==> src/rtl/estimador_demux_pkg.sv <==
// Shared types and constants for the estimator 1:3 result demux.
// Contents: channel count, select width/type, invalid select code, default data width.
package estimador_demux_pkg;

    localparam int unsigned NUM_CH         = 3;
    localparam int unsigned SEL_WIDTH      = 2;
    localparam int unsigned DATA_WIDTH     = 32;
    localparam int unsigned DROP_CNT_WIDTH = 16;

    typedef logic [SEL_WIDTH-1:0] sel_t;

    // Select code that addresses no channel; such words are dropped.
    localparam sel_t SEL_INVALID = 2'd3;

endpackage : estimador_demux_pkg

==> src/rtl/estimador_func_demux_32_1_3_if.sv <==
// Valid/ready bus bundle for the estimator 1:3 demux.
// Signals:
//   din/din_sel/din_valid -> producer to demux, din_ready <- demux
//   doutK/doutK_valid     -> demux to consumer K, doutK_ready <- consumer K
// Modports: master = producer/consumer side (testbench), slave = demux.
interface estimador_func_demux_32_1_3_if
    import estimador_demux_pkg::*;
#(
    parameter int unsigned DATA_WIDTH = estimador_demux_pkg::DATA_WIDTH
);

    logic [DATA_WIDTH-1:0] din;
    sel_t                  din_sel;
    logic                  din_valid;
    logic                  din_ready;

    logic [DATA_WIDTH-1:0] dout0;
    logic [DATA_WIDTH-1:0] dout1;
    logic [DATA_WIDTH-1:0] dout2;
    logic                  dout0_valid;
    logic                  dout1_valid;
    logic                  dout2_valid;
    logic                  dout0_ready;
    logic                  dout1_ready;
    logic                  dout2_ready;

    modport master (
        output din, din_sel, din_valid,
        input  din_ready,
        input  dout0, dout1, dout2,
        input  dout0_valid, dout1_valid, dout2_valid,
        output dout0_ready, dout1_ready, dout2_ready
    );

    modport slave (
        input  din, din_sel, din_valid,
        output din_ready,
        output dout0, dout1, dout2,
        output dout0_valid, dout1_valid, dout2_valid,
        input  dout0_ready, dout1_ready, dout2_ready
    );

endinterface : estimador_func_demux_32_1_3_if

==> src/rtl/estimador_demux_fifo.sv <==
// Single-channel synchronous FIFO with a registered head output.
// Ports:
//   clk, rst_n  : clock, asynchronous active-low reset
//   i_push      : write i_data (ignored when full)
//   i_pop       : drop head entry (ignored when empty)
//   i_data      : write data
//   o_head      : current head entry; holds its last value while empty
//   o_full_c    : FIFO holds DEPTH entries (decoded from registered count)
//   o_empty_c   : FIFO holds no entries (decoded from registered count)
// DEPTH must be a power of two and at least 2.
module estimador_demux_fifo #(
    parameter int unsigned DATA_WIDTH = 32,
    parameter int unsigned DEPTH      = 2
) (
    input  logic                  clk,
    input  logic                  rst_n,
    input  logic                  i_push,
    input  logic                  i_pop,
    input  logic [DATA_WIDTH-1:0] i_data,
    output logic [DATA_WIDTH-1:0] o_head,
    output logic                  o_full_c,
    output logic                  o_empty_c
);

    localparam int unsigned PTR_W = (DEPTH > 1) ? $clog2(DEPTH) : 1;
    localparam int unsigned CNT_W = PTR_W + 1;

    logic [DATA_WIDTH-1:0] r_mem [DEPTH];
    logic [PTR_W-1:0]      r_wr_ptr;
    logic [PTR_W-1:0]      r_rd_ptr;
    logic [CNT_W-1:0]      r_count;
    logic [DATA_WIDTH-1:0] r_head;

    logic                  w_push;
    logic                  w_pop;
    logic [PTR_W-1:0]      w_rd_nxt;

    assign o_full_c  = (r_count == CNT_W'(DEPTH));
    assign o_empty_c = (r_count == '0);
    assign w_push    = i_push && !o_full_c;
    assign w_pop     = i_pop  && !o_empty_c;
    // Power-of-two depth: natural pointer overflow is the modulo wrap.
    assign w_rd_nxt  = r_rd_ptr + PTR_W'(1);
    assign o_head    = r_head;

    // Storage, pointers, occupancy and head register.
    always_ff @(posedge clk or negedge rst_n) begin
        if (!rst_n) begin
            for (int i = 0; i < int'(DEPTH); i++) begin
                r_mem[i] <= '0;
            end
            r_wr_ptr <= '0;
            r_rd_ptr <= '0;
            r_count  <= '0;
            r_head   <= '0;
        end else begin
            if (w_push) begin
                r_mem[r_wr_ptr] <= i_data;
                r_wr_ptr        <= r_wr_ptr + PTR_W'(1);
            end
            if (w_pop) begin
                r_rd_ptr <= w_rd_nxt;
            end

            case ({w_push, w_pop})
                2'b10:   r_count <= r_count + CNT_W'(1);
                2'b01:   r_count <= r_count - CNT_W'(1);
                default: r_count <= r_count;
            endcase

            // Head tracks the oldest entry; when the FIFO drains it keeps the
            // last popped word instead of exposing a stale memory slot.
            if (w_pop) begin
                if (r_count >= CNT_W'(2)) begin
                    r_head <= r_mem[w_rd_nxt];
                end else if (w_push) begin
                    r_head <= i_data;
                end
            end else if (w_push && o_empty_c) begin
                r_head <= i_data;
            end
        end
    end

endmodule : estimador_demux_fifo

==> src/rtl/estimador_func_demux_32_1_3.sv <==
// Estimator 1:3 result demux: routes a tagged word stream to three buffered
// valid/ready output channels, one FIFO per channel so a stalled consumer
// only blocks words addressed to it.
// Ports:
//   ap_clk    : clock, rising edge
//   ap_rst_n  : asynchronous active-low reset
//   bus       : slave side of estimador_func_demux_32_1_3_if (din/din_sel/
//               din_valid/din_ready, doutK/doutK_valid/doutK_ready)
//   err_sel   : sticky, set when a word with din_sel=3 is accepted
//   drop_cnt  : (only with ESTIMADOR_DEMUX_DROP_CNT_EN) saturating count of
//               accepted din_sel=3 words
// Optional feature macro: ESTIMADOR_DEMUX_DROP_CNT_EN.
module estimador_func_demux_32_1_3
    import estimador_demux_pkg::*;
#(
    parameter int unsigned DATA_WIDTH = estimador_demux_pkg::DATA_WIDTH,
    parameter int unsigned SEL_WIDTH  = estimador_demux_pkg::SEL_WIDTH,
    parameter int unsigned DEPTH      = 2
) (
    input  logic                          ap_clk,
    input  logic                          ap_rst_n,
    estimador_func_demux_32_1_3_if.slave  bus,
    output logic                          err_sel
`ifdef ESTIMADOR_DEMUX_DROP_CNT_EN
    ,
    output logic [DROP_CNT_WIDTH-1:0]     drop_cnt
`endif
);

    logic [SEL_WIDTH-1:0]  w_sel;
    logic [NUM_CH-1:0]     w_full;
    logic [NUM_CH-1:0]     w_empty;
    logic [NUM_CH-1:0]     w_push;
    logic [NUM_CH-1:0]     w_pop;
    logic [NUM_CH-1:0]     w_out_ready;
    logic [DATA_WIDTH-1:0] w_head [NUM_CH];
    logic                  w_ready_c;
    logic                  w_drop;
    logic                  r_err_sel;

    assign w_sel       = SEL_WIDTH'(bus.din_sel);
    assign w_out_ready = {bus.dout2_ready, bus.dout1_ready, bus.dout0_ready};

    // Select decode and ready generation; ready never looks at din_valid and
    // is forced low while reset is held.
    always_comb begin
        w_ready_c = 1'b0;
        w_push    = '0;
        w_pop     = '0;
        if (w_sel == SEL_WIDTH'(SEL_INVALID)) begin
            w_ready_c = 1'b1;
        end
        for (int k = 0; k < int'(NUM_CH); k++) begin
            if (w_sel == SEL_WIDTH'(k)) begin
                w_ready_c = !w_full[k];
            end
        end
        w_ready_c = w_ready_c && ap_rst_n;
        for (int k = 0; k < int'(NUM_CH); k++) begin
            w_push[k] = bus.din_valid && w_ready_c && (w_sel == SEL_WIDTH'(k));
            w_pop[k]  = w_out_ready[k] && !w_empty[k];
        end
    end

    assign w_drop = bus.din_valid && w_ready_c && (w_sel == SEL_WIDTH'(SEL_INVALID));

    // One independent FIFO per output channel.
    for (genvar k = 0; k < int'(NUM_CH); k++) begin : g_ch
        estimador_demux_fifo #(
            .DATA_WIDTH (DATA_WIDTH),
            .DEPTH      (DEPTH)
        ) u_fifo (
            .clk       (ap_clk),
            .rst_n     (ap_rst_n),
            .i_push    (w_push[k]),
            .i_pop     (w_pop[k]),
            .i_data    (bus.din),
            .o_head    (w_head[k]),
            .o_full_c  (w_full[k]),
            .o_empty_c (w_empty[k])
        );
    end

    assign bus.din_ready   = w_ready_c;
    assign bus.dout0       = w_head[0];
    assign bus.dout1       = w_head[1];
    assign bus.dout2       = w_head[2];
    assign bus.dout0_valid = !w_empty[0];
    assign bus.dout1_valid = !w_empty[1];
    assign bus.dout2_valid = !w_empty[2];

    // Sticky invalid-select flag; only reset clears it.
    always_ff @(posedge ap_clk or negedge ap_rst_n) begin
        if (!ap_rst_n) begin
            r_err_sel <= 1'b0;
        end else if (w_drop) begin
            r_err_sel <= 1'b1;
        end
    end

    assign err_sel = r_err_sel;

`ifdef ESTIMADOR_DEMUX_DROP_CNT_EN
    logic [DROP_CNT_WIDTH-1:0] r_drop_cnt;

    // Saturating count of dropped words.
    always_ff @(posedge ap_clk or negedge ap_rst_n) begin
        if (!ap_rst_n) begin
            r_drop_cnt <= '0;
        end else if (w_drop && (r_drop_cnt != '1)) begin
            r_drop_cnt <= r_drop_cnt + DROP_CNT_WIDTH'(1);
        end
    end

    assign drop_cnt = r_drop_cnt;
`endif

endmodule : estimador_func_demux_32_1_3

==> src/flat_wrapper.sv <==
// flat-port wrapper written by rule: the top's interface ports become plain ports
module estimador_func_demux_32_1_3_flat import estimador_demux_pkg::*;
#(
    parameter int unsigned DATA_WIDTH = estimador_demux_pkg::DATA_WIDTH,
    parameter int unsigned SEL_WIDTH  = estimador_demux_pkg::SEL_WIDTH,
    parameter int unsigned DEPTH      = 2
)
  (ap_clk, ap_rst_n, err_sel, bus_din, bus_din_sel, bus_din_valid, bus_din_ready, bus_dout0, bus_dout1, bus_dout2, bus_dout0_valid, bus_dout1_valid, bus_dout2_valid, bus_dout0_ready, bus_dout1_ready, bus_dout2_ready);
  estimador_func_demux_32_1_3_if #(.DATA_WIDTH(DATA_WIDTH)) bus_i ();
  input  logic ap_clk;
  input  logic ap_rst_n;
  output logic err_sel;
  input wire logic [$bits(bus_i.din)-1:0] bus_din;
  input wire logic [$bits(bus_i.din_sel)-1:0] bus_din_sel;
  input wire logic [$bits(bus_i.din_valid)-1:0] bus_din_valid;
  output wire logic [$bits(bus_i.din_ready)-1:0] bus_din_ready;
  output wire logic [$bits(bus_i.dout0)-1:0] bus_dout0;
  output wire logic [$bits(bus_i.dout1)-1:0] bus_dout1;
  output wire logic [$bits(bus_i.dout2)-1:0] bus_dout2;
  output wire logic [$bits(bus_i.dout0_valid)-1:0] bus_dout0_valid;
  output wire logic [$bits(bus_i.dout1_valid)-1:0] bus_dout1_valid;
  output wire logic [$bits(bus_i.dout2_valid)-1:0] bus_dout2_valid;
  input wire logic [$bits(bus_i.dout0_ready)-1:0] bus_dout0_ready;
  input wire logic [$bits(bus_i.dout1_ready)-1:0] bus_dout1_ready;
  input wire logic [$bits(bus_i.dout2_ready)-1:0] bus_dout2_ready;
  assign bus_i.din = bus_din;
  assign bus_i.din_sel = bus_din_sel;
  assign bus_i.din_valid = bus_din_valid;
  assign bus_din_ready = bus_i.din_ready;
  assign bus_dout0 = bus_i.dout0;
  assign bus_dout1 = bus_i.dout1;
  assign bus_dout2 = bus_i.dout2;
  assign bus_dout0_valid = bus_i.dout0_valid;
  assign bus_dout1_valid = bus_i.dout1_valid;
  assign bus_dout2_valid = bus_i.dout2_valid;
  assign bus_i.dout0_ready = bus_dout0_ready;
  assign bus_i.dout1_ready = bus_dout1_ready;
  assign bus_i.dout2_ready = bus_dout2_ready;
  estimador_func_demux_32_1_3 #(.DATA_WIDTH(DATA_WIDTH), .SEL_WIDTH(SEL_WIDTH), .DEPTH(DEPTH)) u_core (.ap_clk(ap_clk), .ap_rst_n(ap_rst_n), .bus(bus_i), .err_sel(err_sel));
endmodule
==> config.mk <==
export PLATFORM = sky130hd
export DESIGN_NAME = estimador_func_demux_32_1_3_flat
export DESIGN_NICKNAME = d
export VERILOG_FILES = /design/src/rtl/estimador_demux_pkg.sv /design/src/rtl/estimador_func_demux_32_1_3_if.sv /design/src/rtl/estimador_demux_fifo.sv /design/src/rtl/estimador_func_demux_32_1_3.sv /design/src/flat_wrapper.sv
export SDC_FILE = /design/constraint.sdc
export NUM_CORES = 1
export LEC_CHECK = 0
export ABC_AREA = 1
export BUFFER_PORTS_ARGS = -buffer_cell sky130_fd_sc_hd__buf_2
export CAP_MARGIN = 20
export CORE_MARGIN = 5
export CORE_UTILIZATION = 35
export DETAILED_ROUTE_END_ITERATION = 10
export PLACE_DENSITY = 0.53
export SYNTH_ARGS = -nofsm -noshare
export SYNTH_HDL_FRONTEND = slang
export SYNTH_SLANG_ARGS = --single-unit
==> constraint.sdc <==
create_clock -name ap_clk -period 6.15 [get_ports ap_clk]
set_input_delay 0.9225 -clock ap_clk [delete_from_list [all_inputs] [get_ports ap_clk]]
set_output_delay 0.9225 -clock ap_clk [all_outputs]
set_load 0.05 [all_outputs]
# [Word-level counts from Yosys, hierarchy flattened]
# Cells that the tools add are included.
[classes] eq_ne=15 add_sub_neg=12 n_lt_le_gt_ge=12 bitwise_logic=6 n_reduce_logical=40 n_mux=37
[op_table] operator="32-bit 2-to-1 mux" n=24
[op_table] operator="64-bit bitwise mux" n=3
[op_table] operator="32-bit demux with 1-bit select" n=3
[op_table] operator="1-bit logical AND" n=21
[op_table] operator="2-bit greater-or-equal comparator (second input constant)" n=9
[op_table] operator="2-bit equality test (second input constant)" n=8
[op_table] operator="1-bit NOT with 2-bit output" n=6
[op_table] operator="2-bit case mux with 2 select lines" n=3
[op_table] operator="2-bit nonzero test" n=6
[op_table] operator="3-bit by 2-bit != test with 1-bit output (second input constant)" n=3
[op_table] operator="2-bit by 1-bit equality test with 1-bit output (second input constant)" n=4
[op_table] operator="2-bit zero test" n=4
[op_table] operator="1-bit adder (second input constant)" n=6
[op_table] operator="2-bit by 1-bit adder with 2-bit output (second input constant)" n=3
[op_table] operator="1-bit zero test" n=6
[op_table] operator="2-bit by 1-bit < comparator with 1-bit output (second input constant)" n=3
[op_table] operator="2-bit AND reduction" n=3
[op_table] operator="2-bit by 1-bit subtractor with 2-bit output (second input constant)" n=3
[op_table] operator="1-bit 2-to-1 mux" n=4
[word_totals] wordCells=141 input_bits=40 register_bits=301

# [Logic depth before layout (Yosys ltp)]
# Gate-level depths: netlist (run 1).
[logic_depth] depth_word=12 depth_mapped=14 mapped_depth_nobuf=13

# [Modules after synthesis]
# Synthesis (run 1) repeated with hierarchy kept, for this count alone.
[hier_totals] cells_unflattened=1961 hier_area_um2=14585.2
[modules_own_cells] module="estimador_demux_fifo (u_core.g_ch[0].u_fifo ...)" seq_area_each_um2=2502.4 cells_per_inst=643 instances=2 area_per_inst_um2=4808.4
[modules_own_cells] module="estimador_demux_fifo (u_core.g_ch[2].u_fifo)" seq_area_each_um2=2502.4 cells_per_inst=643 instances=1 area_per_inst_um2=4809.6
[modules_own_cells] module="estimador_func_demux_32_1_3" seq_area_each_um2=25.0 cells_per_inst=32 instances=1 area_per_inst_um2=158.9

# [Worst setup path before layout (run 1)]
# No wires, ideal clock.
[synth_timing] path_kind="input to register" startpoint="input port bus_din_sel[1]" endpoint="register u_core.g_ch[1].u_fifo.r_head[0]" setup_ps=66 stages=13 arrival_time_ps=2618 path_slack_ps=3466 path_buffers=1 path_cell_list="inv_1 > nor2_1 > nand2_1 > nand2_1 > nor2_4 > nand2_4 > nor2_4 > inv_1 > ha_1 > nand2_1 > clkbuf_1 > nand3_1 > nand2_1"
[synth_between] elab_chain_cells=12
[synth_lines] element="start, declared" line="flat_wrapper.sv:14" source="input wire logic [$bits(bus_i.din_sel)-1:0] bus_din_sel;"
[synth_lines] element="2-bit equality test" line="estimador_func_demux_32_1_3.sv:50" source="if (w_sel == SEL_WIDTH'(SEL_INVALID)) begin"
[synth_lines] element="1-bit 2-to-1 mux" line="estimador_func_demux_32_1_3.sv:50"
[synth_lines] element="1-bit 2-to-1 mux (2 in a row)" line="estimador_func_demux_32_1_3.sv:54" source="if (w_sel == SEL_WIDTH'(k)) begin"
[synth_lines] element="1-bit 2-to-1 mux *" line="estimador_func_demux_32_1_3.sv:54"
[synth_lines] element="1-bit logical AND *" line="estimador_func_demux_32_1_3.sv:58" source="w_ready_c = w_ready_c && ap_rst_n;"
[synth_lines] element="via bus_din_ready" line="flat_wrapper.sv:16" source="output wire logic [$bits(bus_i.din_ready)-1:0] bus_din_ready;"
[synth_lines] element="1-bit logical AND * (2 in a row)" line="estimador_func_demux_32_1_3.sv:60" source="w_push[k] = bus.din_valid && w_ready_c && (w_sel == SEL_WIDTH'(k));"
[synth_lines] element="1-bit logical AND *" line="estimador_demux_fifo.sv:40" source="assign w_push = i_push && !o_full_c;"
[synth_lines] element="1-bit logical AND" line="estimador_demux_fifo.sv:79" source="end else if (w_push && o_empty_c) begin"
[synth_lines] element="2-bit nonzero test (no source line)"
[synth_lines] element="2-bit AND reduction (no source line) *"
[synth_lines] element="end signal, assigned" line="estimador_demux_fifo.sv:75" source="r_head <= r_mem[w_rd_nxt];"
[synth_lines] element="end signal, assigned" line="estimador_demux_fifo.sv:77" source="r_head <= i_data;"
[synth_lines] element="end signal, assigned" line="estimador_demux_fifo.sv:80" source="r_head <= i_data;"
[synth_lines] element="end, declared" line="estimador_demux_fifo.sv:32" source="logic [DATA_WIDTH-1:0] r_head;"
# The timed path passes the listed nets; every way through them passes the cells marked *.
# A chain may end at the register's enable or synchronous reset.

# [Final worst setup path (run 1)]
[layout_timing] startpoint="input port ap_rst_n" endpoint="register u_core.g_ch[1].u_fifo.r_head[11]"
[layout_between] elab_chain_cells=7
[layout_lines] element="start, declared" line="flat_wrapper.sv:11" source="input logic ap_rst_n;"
[layout_lines] element="1-bit logical AND *" line="estimador_func_demux_32_1_3.sv:58"
[layout_lines] element="1-bit logical AND * (2 in a row)" line="estimador_func_demux_32_1_3.sv:60"
[layout_lines] element="1-bit logical AND *" line="estimador_demux_fifo.sv:40"
[layout_lines] element="1-bit logical AND" line="estimador_demux_fifo.sv:79"
[layout_lines] element="2-bit nonzero test (no source line)"
[layout_lines] element="2-bit AND reduction (no source line) *"
# Mark *: on every way between the ends. The rest lies on a longest branch, timed or not.

==> results.yml, run 1 <==
cts:
  clk-insertion-delay-late_ns: 0.51
  cts_resized: 0
  ctsHoldBuffers: 0
  cts_buffers: 34
  cts_tree: "built"
  clock_tree.buffer_depth: 3
  path_clk_slew_ns: 0.06
  cts_setup_buffers: 0
  cts.sinks: 301
  clockRootBuffer: "clkbuf_16"
  cts_max_level: 2
run_status:
  status: "finished, final reports clean"
synth:
  synth_top_area_share_pct: 55.15
  synth_cell_types: 23
  ys_ff_latch: 301
  synth_fp_nets: 1725
  synth_warnings: 0
  avgSynthCellArea_um2: 8.119
  postSynthCellCount: 1682
  synth_top_area_cell: "dfrtp_1"
  ys_seq_area_share_pct: 55.15
  synth_area_leaders: "dfrtp_1 55%, nand2_1 22%, o21ai_0 8.1%, nand3_1 3.5%, o21ai_2 1.9%"
  netlist_area_um2: 13660
global_routing:
  grt_use_met3_pct: 2.403
  grt_antenna_before_repair: 0
  grt_max_degree: 156
  grt_usage_pct: 18.33
  grt_busiest_layer: "met2"
  grtUsageMet1_pct: 24.89
  grt_pass1_wl_um: 63920
  gr-total-overflow: 0
  first_global_vias: 10840
  grtUsageMet2_pct: 32.03
timing:
  clock_skew_ns: 0.02138
  report.final.slew_viol_count: 0
  finalSetupViolations: 0
  timing.fmax_mhz: 283.9
  tns_ns: 0
  rsz0062_at_grt: "false"
  finalHoldViolCount: 0
  whs_ns: 0.3772
  period_needed_ns: 3.523
  final.period_utilization_pct: 57.28
  worst_slew_pin_slew_ns: 0.9384
  slew_headroom_pct: 37.22
placed_design:
  io_buffers: 140
  gp_congestion: 0.7205
  hpwl_um: 23850
drt:
  ant_nets: 0
  drt_iter0_drc: 780
  drt-pass1-iter-count: 5
  routed_via_density: 4.794
  finalWirelength_um: 39900
  vias: 11050
  wl_per_cell_um: 17.31
  drc: 0
power_and_ir_drop:
  switching_share_pct: 45.44
  powerDensity_nw_per_um2: 572.1
  netSwitchingPower_w: 0.004060
  power.internal_w: 0.004875
  p_leak_nw: 8.064
  power_frac_seq_pct: 38.3
  clkPwrFrac_pct: 21.2
  ir_worst_vdd_mv: 0.2877
  combPwrFrac_pct: 40.5
worst_setup_path:
  slowest_delay_ns: 0.63
  cp_common_cell: "nand2_1"
  startpoint_type: "input pin"
  crit_chain: "buf_8 > nand2_2 > nor2_4 > nand2_4 > nor2_4 > inv_1 > ha_1 > nand2_2 > nand2_1 > buf_8 > nand2_1 > nand2_1"
  critPathKind: "in2reg"
  setup.worst_path.end_class: "flip-flop"
  crit_arrival_ns: 3.90
  r2r_slack_ns: 2.87
  path_max_fanout: 75
  required_ns: 6.53
  cp_slowest_cell: "nand2_1"
job:
  cap_violations: 0
floorplan:
  die_w_um: 207.5
  die_h_um: 207.5
  io_pins: 141
  row_count: 72
  coreArea_um2: 38650
  dieArea_um2: 43070
  initial_core_util_pct: 35.34
cells_and_area:
  layout_commonest_cell: "nand2_1"
  final_core_util_pct: 40.41
  final_cell_mix: "783 x nand2_1, 298 x dfrtp_1, 221 x o21ai_0"
  synthToLayoutAreaGrowth_pct: 14.37
  fin_nets: 1807
  antennaDiodeCount: 0
  drive_gt1_share_pct: 14.44
min_path:
  hp-class: "in2async"
path summary, 6_finish.rpt:
| kind | from | to | depth (start not counted) |
|---|---|---|---|
| max | ap_rst_n | u_core.g_ch[1].u_fifo.o_head[11] | 12 |
| min | ap_rst_n | u_core.g_ch[2].u_fifo.r_count[1] | 1 |
| max reg2reg | u_core.g_ch[1].u_fifo.r_count[1] | u_core.g_ch[1].u_fifo.o_head[11] | 14 |
| min reg2reg | u_core.g_ch[0].u_fifo.o_head[18] | u_core.g_ch[0].u_fifo.o_head[18] | 2 |
| max in group asynchronous | ap_rst_n | u_core.g_ch[0].u_fifo.o_head[17] | 3 |
| min in group ap_clk | u_core.g_ch[0].u_fifo.o_head[18] | u_core.g_ch[0].u_fifo.o_head[18] | 2 |
critical path, delay by kind of cell:
kind,cells,cell delay (ns)
and+or+nand+nor,8,1.88
adders and majority gates,1,0.23
buffers and inverters,3,0.83
per-layer routing:
metal  wire [um]  vias up
met5           0        -
met2       19680      200
met3        1367       42
met1       18350     5297
met4         506        0
li1            -     5511
layout make-up:
| cell class | count | area (um^2) |
|---|---|---|
| well taps | 518 | 648.1 |
| repair buffers | 151 | 813.3 |
| multi-input cells | 1221 | 5389 |
| clock buffers | 50 | 972.2 |
| clock inverters | 9 | 53.80 |
| inverters | 55 | 206.4 |
| fillers | 3972 | 23030 |
| flip-flops and latches | 301 | 7536 |
sequential cells by signal, indices dropped and copies added, names as in the netlist:
signal	cells
u_core.g_ch.u_fifo.o_head	96
u_core.g_ch.u_fifo.r_mem	192
u_core.err_sel	1
u_core.g_ch.u_fifo.r_rd_ptr	3
u_core.g_ch.u_fifo.r_count	6
u_core.g_ch.u_fifo.r_wr_ptr	3
per-stage QoR:
step	worst slack [ns]	total power (W)	instance area, um^2	cells
2_1_floorplan	3.466	0.006022	13660	1682
3_3_place_gp	1.978	0.007053	14580	2245
3_5_place_dp	2.007	0.007131	14590	2246
4_1_cts	2.531	0.009068	15620	2305
5_1_grt	2.253	0.009585	15620	2305
6_report	2.627	0.008935	15620	2305
cells in the mapped netlist, drive strengths merged:
library cell / count
nand2: 799
dfrtp: 301
o21ai: 291
nand3: 96
buf: 60
inv: 55
clkbuf: 45
nor2: 16
xor2: 6
a21oi: 3
ha: 3
nand4: 3
xnor2: 3
o21bai: 1
kinds of logic after synthesis:
kind of cell / synth area share [%]
AND/OR/NAND/NOR: 26.62
flip-flops: 55.15
AO/OA/AOI/OAI: 11.65
buffers and inverters: 5.717
XOR/XNOR: 0.5772
adder cells (fa/ha/maj): 0.2749
power by group through the flow:
stage	sequential [W]	combinational [W]	clock, W
floorplan	0.00422	0.00180	0
global placement	0.00344	0.00362	0
detailed placement	0.00345	0.00368	0
CTS	0.00343	0.00369	0.00195
global route	0.00353	0.00403	0.00203
finish	0.00342	0.00362	0.00190
Note: power is estimated with default switching activity, not from simulation.
==> run 2, diff against run 1 <==
- PLACE_DENSITY: 0.53 -> 0.55
- clock period: 6.15 -> 3.1 ns (I/O delays scaled with it)
==> run 2 against run 1 <==
Sequential share of layout area decreased by 0.79 points. First-iteration DRC count is 26% higher. Register-to-register slack got worse by 2.2 ns. Largest power group unchanged. Hold slack lost 0.12 ns. Via count grew 2.3%.
==> results.yml, run 2 (synthesis gave the netlist of run 1 again) <==
cells_and_area:
  n_fill_cell: 3962
  fin_nets: 1821
  final_cell_mix: "783 x nand2_1, 298 x dfrtp_1, 221 x o21ai_0"
  antennaDiodeCount: 0
  largest_register_ffs: 192
  layout_commonest_cell: "nand2_1"
  drive_gt1_share_pct: 15.28
  synthToLayoutAreaGrowth_pct: 16.27
  regMostFlops: "u_core.g_ch.u_fifo.r_mem"
worst_setup_path:
  r2r_slack_ns: 0.64
  r2r_cells: 13
  crit_chain: "dlygate4sd3_1 > buf_8 > nand2_2 > nor2_4 > nand2_4 > nor2_4 > inv_1 > ha_1 > nand2_2 > nand2_2 > nand2_1 > nand2_1"
  cp_num_cells: 12
  path_max_fanout: 32
  required_ns: 3.48
  setup.worst_path.end_class: "flip-flop"
  critPathCapture: "u_core.g_ch[2].u_fifo.o_head[16]"
  crit_start: "ap_rst_n"
  startpoint_type: "input pin"
  regToRegEndpoint: "u_core.g_ch[2].u_fifo.o_head[16]"
  cp_top_family: "simple AND/OR/NAND/NOR gates"
  path_buf_inv: 3
  slowest_delay_ns: 0.57
  cp_common_cell: "nand2_2"
  cp_slowest_cell: "dlygate4sd3_1"
  crit_arrival_ns: 2.87
  critPathKind: "in2reg"
  timing.rr.start: "u_core.g_ch[1].u_fifo.r_count[1]"
global_routing:
  first_global_vias: 10920
  grt_usage_pct: 18.16
  grt_max_degree: 179
  grt_antenna_before_repair: 0
  gr-total-overflow: 0
  grt_pass1_wl_um: 63430
cts:
  cts.sinks: 301
  ctsHoldBuffers: 1
  path_clk_slew_ns: 0.05
  cts_buffers: 36
  clock_tree.buffer_depth: 3
  cts_setup_buffers: 0
  cts_tree: "built"
  cts_max_level: 2
  cts_resized: 0
  clockRootBuffer: "clkbuf_16"
  clk-insertion-delay-late_ns: 0.52
timing:
  timing.fmax_mhz: 403.1
  clock_skew_ns: 0.02070
  tns_ns: 0
  period_needed_ns: 2.481
  report.final.slew_viol_count: 0
  slew_headroom_pct: 27.48
  worst_slew_pin_slew_ns: 1.088
  final.period_utilization_pct: 80.02
  rsz0062_at_grt: "false"
  finalSetupViolations: 0
  finalHoldViolCount: 0
power_and_ir_drop:
  total_power_w: 0.01802
  powerDensity_nw_per_um2: 1135
  p_leak_nw: 8.211
  ir_worst_vdd_mv: 0.4507
drt:
  routed_via_density: 4.865
  finalWirelength_um: 39540
  wl_per_cell_um: 17.01
  drt-pass1-iter-count: 5
  vias: 11310
  drt_iter0_drc: 985
  drc: 0
  ant_nets: 0
job:
  cap_violations: 0
floorplan:
  dieArea_um2: 43070
  die_w_um: 207.5
  initial_core_util_pct: 35.34
  io_pins: 141
  coreArea_um2: 38650
  die_h_um: 207.5
  row_count: 72
placed_design:
  gp_congestion: 0.8125
  io_buffers: 140
  hpwl_um: 24720
min_path:
  hp-class: "in2reg"
run_status:
  status: "finished, final reports clean"
## run 2: cell count changes in the layout (fill, tap and decap cells not counted), moves of 2 or more
cell,before,now
clkbuf_16,35,37
clkbuf_8,4,7
clkinv_2,6,9
buf_4,9,15
buf_12,1,7
clkinvlp_4,2,0
## run 2: cell type report
| class | instances | area (um^2) | share of cell area, % |
|---|---|---|---|
| Sequential cell | 301 | 7536 | 47.46 |
| Inverter | 55 | 206.4 | 1.300 |
| Multi-Input combinational cell | 1221 | 5389 | 33.94 |
| Clock buffer | 55 | 1064 | 6.698 |
| Clock inverter | 11 | 62.56 | 0.3940 |
| Tap cell | 518 | 648.1 | 4.082 |
| Timing Repair Buffer | 163 | 973.4 | 6.130 |
## run 2: where the power goes
| part | total (W) | internal (W) | switching, W |
|---|---|---|---|
| Combinational | 0.00744 | 0.00194 | 0.00550 |
| Clock | 0.00401 | 0.00237 | 0.00164 |
| Sequential | 0.00656 | 0.00563 | 0.000933 |
## run 2: metal layers
layer | up-vias | part of all wire, % | track usage, %
met5 | - | 0 | 0
met4 | 0 | 2.0 | 4.332
met3 | 53 | 5.3 | 2.781
met2 | 288 | 47 | 29.33
met1 | 5407 | 45 | 25.91
li1 | 5558 | - | -
## run 2: worst register-to-register path, stage by stage (launching register included)
cell	delay, ns
dfrtp_1	0.37
inv_1	0.17
nor2_1	0.10
nand2_1	0.07
nand2_1	0.08
nor2_4	0.16
nand2_4	0.11
nor2_4	0.16
inv_1	0.08
ha_1	0.23
nand2_2	0.09
nand2_2	0.44
nand2_1	0.21
nand2_1	0.07
## run 2: through the flow
| step | setup slack [ns] | area [um^2] | std cells | util, % | hold WS, ns |
|---|---|---|---|---|---|
| after detailed placement | 0.5380 | 14740 | 2257 | 38.15 | 0.2819 |
| final | 0.6193 | 15880 | 2324 | 41.09 | 0.2551 |
| after global placement | 0.6343 | 14740 | 2257 | 38.15 | 0.2848 |
| after CTS | 0.5718 | 15880 | 2324 | 41.09 | 0.2352 |
| after floorplan | 0.8734 | 13660 | 1682 | - | 0.1694 |
| after global routing | 0.3381 | 15880 | 2324 | 41.09 | 0.2625 |
## run 2: how the worst min path moves through the flow
| stage | startpoint | endpoint | slack [ns] | cells past startpoint |
|---|---|---|---|---|
| after floorplan | ap_rst_n | u_core.err_sel | 0.17 | 0 |
| after global placement | ap_rst_n | u_core.g_ch[2].u_fifo.r_mem[6] | 0.28 | 1 |
| after CTS | bus_din_sel[1] | u_core.err_sel | 0.24 | 3 |
| after detailed placement | ap_rst_n | u_core.g_ch[2].u_fifo.r_mem[6] | 0.28 | 1 |
| final | bus_din_sel[1] | u_core.err_sel | 0.26 | 3 |
| after global routing | bus_din_sel[1] | u_core.err_sel | 0.26 | 3 |
==> run 3, diff against run 2 <==
- ABC_AREA: 1 -> 0
- PLACE_DENSITY: 0.55 -> 0.53
- clock period: 3.1 -> 2.35 ns (I/O delays scaled with it)
==> run 3 against run 2 <==
Combinational power grew 52%. Non-clock buffer count rose by 42. Largest cell class unchanged. Sequential power up 43%. Clock skew rose by 0.0037 ns. Clock-buffer cell count stayed put. Sequential share of layout area decreased by 2.1 points. Synthesized cell count decreased by 39%.
==> results.yml, run 3 <==
cts:
  clockRootBuffer: "clkbuf_16"
  clk-insertion-delay-late_ns: 0.52
  cts_buffers: 36
  path_clk_slew_ns: 0.06
  cts_max_level: 2
  cts.sinks: 301
  clock_tree.buffer_depth: 3
  cts_tree: "built"
drt:
  drc: 0
  finalWirelength_um: 33860
  drt_iter0_drc: 271
  wl_per_cell_um: 19.61
  ant_nets: 0
  drt-pass1-iter-count: 6
  vias: 8269
  routed_via_density: 4.788
synth:
  synth_flop_cell: "dfrtp_1"
  ys_seq_area_share_pct: 55.56
  async_flop_share_pct: 100.0
  synth_compound_area_share_pct: 4.162
  synth_top_area_cell: "dfrtp_1"
  synth_warnings: 0
  synth-adder-area-share_pct: 0.2769
  ys_ff_latch: 301
  synth_top_area_share_pct: 55.56
  synth_top_family_by_area: "multiplexers"
  synth_area_leaders: "dfrtp_1 56%, mux2_2 20%, mux2i_1 7.2%, a21oi_1 3.5%, mux2_4 3.3%"
  synth_fp_nets: 1076
  synth_simple_gate_area_share_pct: 3.996
  postSynthCellCount: 1033
  synth_xor_area_share_pct: 0.9691
  synth_enable_flop_cells: 0
  synth_most_common_cell: "dfrtp_1"
  muxShareOfSynthArea_pct: 31.92
  synth_common_cells: "301 x dfrtp_1, 243 x mux2_2, 102 x nor2_1, 97 x mux2i_1, 96 x a21oi_1"
  synth_cell_types: 32
  avgSynthCellArea_um2: 13.12
  netlist_area_um2: 13560
timing:
  timing.fmax_mhz: 434.4
  clock_skew_ns: 0.02442
  finalHoldViolCount: 0
  final.period_utilization_pct: 97.96
  whs_ns: 0.09102
  worst_slew_pin_slew_ns: 0.9578
  period_needed_ns: 2.302
  setup_ws_ns: 0.04784
  report.final.slew_viol_count: 0
  finalSetupViolations: 0
  slew_headroom_pct: 36.14
cells_and_area:
  drive_gt1_share_pct: 46.27
  final_cell_mix: "297 x dfrtp_1, 243 x mux2_2, 139 x buf_2"
  regMostFlops: "u_core.g_ch.u_fifo.r_mem"
  fin_area_um2: 16620
  largest_register_ffs: 192
  final_core_util_pct: 43.21
  synthToLayoutAreaGrowth_pct: 22.59
  layout_commonest_cell: "dfrtp_1"
  fin_nets: 1226
run_status:
  status: "finished, final reports clean"
global_routing:
  grt_usage_pct: 15.72
  grt_pass1_wl_um: 52360
  grt_max_degree: 78
  first_global_vias: 8571
  gr-total-overflow: 0
  grt_antenna_before_repair: 1
worst_setup_path:
  crit_arrival_ns: 2.69
  cp_top_family: "simple AND/OR/NAND/NOR gates"
  path_max_fanout: 5
  slowest_delay_ns: 0.44
  cp_slowest_cell: "or4_4"
  path_buf_inv: 3
  critPathKind: "reg2reg"
  crit_chain: "nor2b_4 > or4_4 > ha_4 > o31ai_4 > buf_12 > buf_12 > clkbuf_16 > mux2_2"
  setup.worst_path.end_class: "flip-flop"
  required_ns: 2.74
  startpoint_type: "flip-flop"
  cp_common_cell: "buf_12"
placed_design:
  io_buffers: 140
  gp_congestion: 0.7441
  placed_area_um2: 15160
  hpwl_um: 21370
  pre_cts_ws_ns: -0.1070
min_path:
  hp-class: "in2async"
floorplan:
  io_pins: 141
  die_w_um: 206.8
  dieArea_um2: 42770
  row_count: 72
  initial_core_util_pct: 35.24
  die_h_um: 206.8
  coreArea_um2: 38470
power_and_ir_drop:
  ir_worst_vdd_mv: 0.8071
  p_leak_nw: 7.625
  powerDensity_nw_per_um2: 1566
job:
  cap_violations: 0
[run 3: cell types whose count changed in the layout (fill, tap and decap cells not counted), sizes merged, moves of 39 or more]
cell | previous run | this run
a21oi | 3 | 96
buf | 162 | 201
inv | 57 | 6
mux2 | 0 | 288
mux2i | 0 | 97
nand2 | 799 | 3
nand3 | 96 | 1
nor2 | 16 | 104
o21ai | 291 | 3
[run 3: layer usage]
metal / vias up / GRT usage (%) / part of all wire [%]
li1: 3909 / - / -
met4: 2 / 3.116 / 1.5
met5: - / 0 / 0.038
met3: 46 / 2.921 / 4.0
met2: 131 / 26.02 / 48
met1: 4181 / 21.85 / 46
[run 3: final timing paths]
check / from / to / slack (ns) / cells after the start
max: u_core.g_ch[0].u_fifo.r_count[1] / u_core.g_ch[0].u_fifo.o_head[13] / 0.05 / 8
min: ap_rst_n / u_core.g_ch[0].u_fifo.r_count[0] / 0.09 / 3
max reg2reg: u_core.g_ch[0].u_fifo.r_count[1] / u_core.g_ch[0].u_fifo.o_head[13] / 0.05 / 8
min reg2reg: u_core.g_ch[1].u_fifo.o_head[11] / u_core.g_ch[1].u_fifo.o_head[11] / 0.48 / 1
max in group asynchronous: ap_rst_n / u_core.g_ch[2].u_fifo.r_mem[50] / 0.99 / 3
min in group ap_clk: bus_din[30] / u_core.g_ch[0].u_fifo.r_mem[30] / 0.19 / 2
[run 3: where the power goes]
group | leakage, nW | total, W | internal (W) | switching (W)
Sequential | 3.65 | 0.00937 | 0.00780 | 0.00157
Clock | 0.561 | 0.00539 | 0.00326 | 0.00213
Combinational | 3.42 | 0.0113 | 0.00481 | 0.00646
Total | 7.63 | 0.0260 | 0.0159 | 0.0102
[run 3: final cells by class]
class | count | area [um^2]
well taps | 518 | 648.1
repair buffers | 205 | 1563
clock buffers | 55 | 1074
clock inverters | 8 | 77.57
multi-input cells | 635 | 5703
fillers | 3607 | 21850
diodes | 1 | 2.502
inverters | 4 | 15.01
flip-flops and latches | 301 | 7537
[run 3: timing repair]
action | CTS | global route
cloned | 1 | 4
pin swaps | 3 | 2
resized for setup | 5 | 14
hold buffers | 0 | 0
setup endpoints to repair | 52 | 91
setup buffers | 3 | 3
[run 3: worst register-to-register path: cells and delay by family, from the launching register on]
family,cells,cell delay [ns]
buf+inv,3,0.43
fa+ha+maj,1,0.21
simple gates,2,0.57
compound gates,1,0.25
mux,1,0.33
flops,1,0.39
[run 3: cells by family (layout without fill, tap and decap cells)]
kind of cell	count (synthesis)	in the layout
muxes	385	385
xor gates and xnor gates	15	15
and+or+nand+nor	128	128
other	0	1
AOI/OAI and AO/OA	104	104
buffers and inverters	97	272
adders and majority gates	3	3
DFF	301	301
[run 3: metrics by stage]
| stage | std cells | total power [W] | TNS, ns |
|---|---|---|---|
| after CTS | 1718 | 0.02611 | 0 |
| final | 1727 | 0.02602 | 0 |
| after floorplan | 1033 | 0.01732 | -1.798 |
| after detailed placement | 1651 | 0.02041 | -4.635 |
| after global routing | 1726 | 0.02762 | -0.0003710 |
| after global placement | 1651 | 0.02022 | -2.968 |
